<file path="src/rtl/id_ex_stage.sv">
// id_ex_stage: decode stage with write-back bypass, load-use stall and ID/EX pipeline register
module id_ex_stage #(
  parameter bit BYPASS_EN = 1'b1
) (
  input  logic        clk,
  input  logic        rst,
  input  logic        if_id_valid,
  input  logic [31:0] if_id_instr,
  input  logic [31:0] if_id_pc4,
  output logic [4:0]  rf_ra1,
  output logic [4:0]  rf_ra2,
  input  logic [31:0] rf_rd1,
  input  logic [31:0] rf_rd2,
  input  logic        wb_RegWrite,
  input  logic [4:0]  wb_writeReg,
  input  logic [31:0] wb_writeData,
  input  logic        ex_flush,
  output logic        stall,
  output logic        id_ex_valid,
  output logic [31:0] id_ex_rd1,
  output logic [31:0] id_ex_rd2,
  output logic [31:0] id_ex_imm,
  output logic [31:0] id_ex_pc4,
  output logic [4:0]  id_ex_rs,
  output logic [4:0]  id_ex_rt,
  output logic [4:0]  id_ex_rd,
  output logic        id_ex_RegWrite,
  output logic        id_ex_MemRead,
  output logic        id_ex_MemWrite,
  output logic        id_ex_ALUSrc,
  output logic        id_ex_RegDst,
  output logic        id_ex_Branch,
  output logic [1:0]  id_ex_ALUOp,
  output logic [5:0]  id_ex_funct
);
  logic [5:0]  op;
  logic [31:0] op1, op2;
  logic        r_t, lw_t, sw_t, beq_t, addi_t, uses_rt, bubble;
  assign op      = if_id_instr[31:26];
  assign rf_ra1  = if_id_instr[25:21];
  assign rf_ra2  = if_id_instr[20:16];
  assign r_t     = op == 6'h00;
  assign lw_t    = op == 6'h23;
  assign sw_t    = op == 6'h2B;
  assign beq_t   = op == 6'h04;
  assign addi_t  = op == 6'h08;
  assign uses_rt = r_t || sw_t || beq_t;
  // r0 is hardwired to zero, so it also blocks a bypass of a write aimed at r0
  assign op1 = rf_ra1 == 5'd0 ? 32'd0 :
               (BYPASS_EN && wb_RegWrite && wb_writeReg == rf_ra1) ? wb_writeData : rf_rd1;
  assign op2 = rf_ra2 == 5'd0 ? 32'd0 :
               (BYPASS_EN && wb_RegWrite && wb_writeReg == rf_ra2) ? wb_writeData : rf_rd2;
  // a flush kills the decode instruction anyway, so it masks the stall
  assign stall = !rst && !ex_flush && if_id_valid && id_ex_valid && id_ex_MemRead &&
                 id_ex_rt != 5'd0 && (id_ex_rt == rf_ra1 || (uses_rt && id_ex_rt == rf_ra2));
  assign bubble = ex_flush || stall || !if_id_valid;
  always_ff @(posedge clk or posedge rst) begin
    if (rst) begin
      id_ex_valid    <= 1'b0;
      id_ex_RegWrite <= 1'b0;
      id_ex_MemRead  <= 1'b0;
      id_ex_MemWrite <= 1'b0;
      id_ex_ALUSrc   <= 1'b0;
      id_ex_RegDst   <= 1'b0;
      id_ex_Branch   <= 1'b0;
      id_ex_ALUOp    <= 2'b00;
      id_ex_rd1      <= '0;
      id_ex_rd2      <= '0;
      id_ex_imm      <= '0;
      id_ex_pc4      <= '0;
      id_ex_rs       <= '0;
      id_ex_rt       <= '0;
      id_ex_rd       <= '0;
      id_ex_funct    <= '0;
    end else begin
      id_ex_valid    <= !bubble;
      id_ex_RegWrite <= !bubble && (r_t || lw_t || addi_t);
      id_ex_MemRead  <= !bubble && lw_t;
      id_ex_MemWrite <= !bubble && sw_t;
      id_ex_ALUSrc   <= !bubble && (lw_t || sw_t || addi_t);
      id_ex_RegDst   <= !bubble && r_t;
      id_ex_Branch   <= !bubble && beq_t;
      id_ex_ALUOp    <= bubble ? 2'b00 : {r_t, beq_t};
      id_ex_rd1      <= op1;
      id_ex_rd2      <= op2;
      id_ex_imm      <= {{16{if_id_instr[15]}}, if_id_instr[15:0]};
      id_ex_pc4      <= if_id_pc4;
      id_ex_rs       <= rf_ra1;
      id_ex_rt       <= rf_ra2;
      id_ex_rd       <= if_id_instr[15:11];
      id_ex_funct    <= if_id_instr[5:0];
    end
  end
endmodule

</file>
<file path="config.mk">
export PLATFORM = sky130hd
export DESIGN_NAME = id_ex_stage
export DESIGN_NICKNAME = d
export VERILOG_FILES = /design/src/rtl/id_ex_stage.sv
export SDC_FILE = /design/constraint.sdc
export NUM_CORES = 1
export LEC_CHECK = 0
export CAP_MARGIN = 20
export CORE_AREA = 4 4 130 132
export DETAILED_ROUTE_END_ITERATION = 8
export DIE_AREA = 0 0 134 136
export PLACE_DENSITY = 0.74
export SYNTH_ARGS = -nofsm -noshare
export SYNTH_HDL_FRONTEND = slang
export SYNTH_SLANG_ARGS = --single-unit
</file>
<file path="constraint.sdc">
create_clock -name clk -period 10.4 [get_ports clk]
set_clock_uncertainty 0.1 [all_clocks]
set_input_delay 2.08 -clock clk [delete_from_list [all_inputs] [get_ports clk]]
set_output_delay 2.08 -clock clk [all_outputs]
set_load 0.1 [all_outputs]
</file>
==> results.tsv <==
metric	value	unit
seq_area	0.00323	mm2
yosysTopAreaCell	dfrtp_1	
fin_ws	2.94	ns
numCtsBuffers	17	
power_per_cell_area	181	mW/mm2
cts-root-buf	clkbuf_16	
max_stage_delay	1.13	ns
htree_levels	4	
critPathLaunchType	primary input	
grt_pass1_wl	29400	um
wl_met3	2090	um
cts.sinks	129	
drtAntennaViolNets	0	
drv_slew	0	
ys_seq_elements	129	
core	0.0157	mm2
grt_pass1_vias	5101	
routed_wl	20300	um
synth.top_cells.by_count	dfrtp_1 (129), nand3_1 (66), o21ai_0 (65)	
io_buffers	338	
hp-class	reg -> reg	
critical_path_class	in -> out	
synth_area_leaders	dfrtp_1 (64%), nand3_1 (6.5%), o21ai_0 (6.4%), a21oi_1 (6.3%), buf_4 (5.8%)	
slowest_stage	clkdlybuf4s50_1	
required	8.22	ns
synth_ff_type	dfrtp_1	
synth_warnings	0	
max_cap_violations	0	
seq_area_frac_synth	0.635	
post_cts_buffers	0	
insertion_delay	0.41	ns
vdd_drop_max	0.0983	mV
netlist.area_leader.share	0.635	
postCtsResizedCells	0	
multiInputGateArea	0.00142	mm2
worstMarginPinSlew	1.15	ns
clk_pin_slew_worst_paths	0.06	ns
crit_chain	clkdlybuf4s50_1 -> nor2b_1 -> o211ai_2 -> nor4_2 -> or2_1 -> clkdlybuf4s50_1	
synth_nets	630	
post_dp_cell_area	0.00839	mm2
dp_hpwl	15400	um
wl_met1	7120	um
drtIter0Drc	196	
dieArea	0.0182	mm2
grt.total_usage	0.215	
viasPerCell	4.92	
status	finished, final reports clean	
die_x	134	um
final.setup.tns	0	ns
place_congestion	0.924	
antenna_found_initial	3	
fmax	134	MHz
clock_path_buffers	2	
worst_hold_slack	0.837	ns
critical_path_arrival	5.28	ns
route.met2.wl	10400	um
cp_common_cell	clkdlybuf4s50_1	
drive_above_1_share	0.0627	
p_leak	0.00351	uW
wl_per_cell	20.6	um
remaining_drc_errors	0	
pre_cts_slack	2.98	ns
dr.pass1.iters	6	
synth_edf_count	0	
syn_area	0.00508	mm2
row_count	46	
synth_cell_types	29	
hold_buffers	0	
initial_core_util	0.323	
cts_tree	done	
fp.dieH	136	um
setup_viol	0	
hold_viol	0	
rsz0062_at_grt	no	
nNetsFinal	922	
period_minus_slack	7.46	ns
route.top_layer_used	met5	
synth_cells	460	
yosysMostFrequentCell	dfrtp_1	
relSlewSlack	0.231	
synth_async_sr_flop_share	1.00	
crit_path_end_kind	output pin	
worstPathMaxFanout	8	
grt_max_degree	73	
syn2layout_area_growth	76.9	%
post-route-period-util	0.718	
io_pins	339	
finalInstanceArea	0.00898	mm2
overflow	0	
fillers	1340	
via_count	4839	
synthesis.area_per_instance	11.0	um2
[critical path, delay by kind of cell]
| family | cells | cell delay (ns) |
|---|---|---|
| buf+inv | 2 | 1.60 |
| compound gates | 1 | 0.19 |
| simple gates | 3 | 1.41 |
[layer usage]
metal / vias to the layer above / GRT usage
met5: - / 0
met4: 2 / 0.0874
met3: 37 / 0.0881
met2: 310 / 0.376
met1: 2336 / 0.231
li1: 2154 / -
[power by group]
part / internal (uW) / switching [uW]
Combinational: 132 / 358
Clock: 362 / 232
Sequential: 531 / 11.2
Total: 1030 / 601
[final cells by class]
type / instances / share of cell area
timing repair buffer: 347 / 0.384
sequential: 129 / 0.359
multi-input combinational: 255 / 0.158
clock buffer: 18 / 0.0489
tap: 216 / 0.0301
clock inverter: 14 / 0.0173
inverter: 2 / 0.00139
antenna: 2 / 0.000557
[registers in the layout, indices dropped and copies added (netlist names)]
signal	count
id_ex_MemWrite	1
id_ex_ALUOp	2
id_ex_RegWrite	1
id_ex_rd1	32
id_ex_rt	5
id_ex_valid	1
id_ex_ALUSrc	1
id_ex_rs	5
id_ex_pc4	32
id_ex_imm	16
id_ex_MemRead	1
id_ex_rd2	32
[metrics by stage]
step                      utilization  power (uW)  cells
after detailed placement        0.534        1040    949
after global routing            0.572        1680    983
after floorplan                     -         882    460
after global placement          0.534        1040    949
final                           0.572        1630    983
after CTS                       0.572        1640    981
[path summary, 6_finish.rpt]
| check | from | end | slack, ns | cells after the start |
|---|---|---|---|---|
| worst max-delay path | if_id_valid | stall | 2.94 | 6 |
| worst min-delay path | id_ex_rt[1] | id_ex_valid | 0.84 | 4 |
| worst max register to register | id_ex_rt[4] | id_ex_ALUOp[0] | 8.41 | 4 |
| worst min register to register | id_ex_rt[1] | id_ex_valid | 0.84 | 4 |
| max in group asynchronous | rst | id_ex_rd2[0] | 6.79 | 3 |
| min in group asynchronous | rst | id_ex_pc4[5] | 2.03 | 2 |
[cells by family (layout without fill, tap and decap cells)]
| family | after synthesis | in the layout | synth area share |
|---|---|---|---|
| AO/OA/AOI/OAI | 132 | 132 | 0.134 |
| other | 0 | 2 | 0 |
| AND/OR/NAND/NOR | 103 | 103 | 0.111 |
| buffers and inverters | 76 | 381 | 0.0852 |
| flip-flops | 129 | 129 | 0.635 |
| XOR/XNOR | 20 | 20 | 0.0345 |
[placed cells by master, fill, tap and decap left out, drive strengths merged, types with 2 or more instances in the layout]
cell type / n
clkdlybuf4s50: 338
o21ai: 65
nand4: 2
a21oi: 64
clkbuf: 18
clkinvlp: 2
buf: 9
diode: 2
nor2: 5
and2: 2
clkinv: 7
nor4: 5
nand2: 5
and4: 2
bufinv: 2
xnor2: 13
xor2: 7
or4: 3
nand3: 66
inv: 5
nand4b: 2
dfrtp: 129
nor3: 5
No activity file was read; power rests on OpenSTA's default activity.
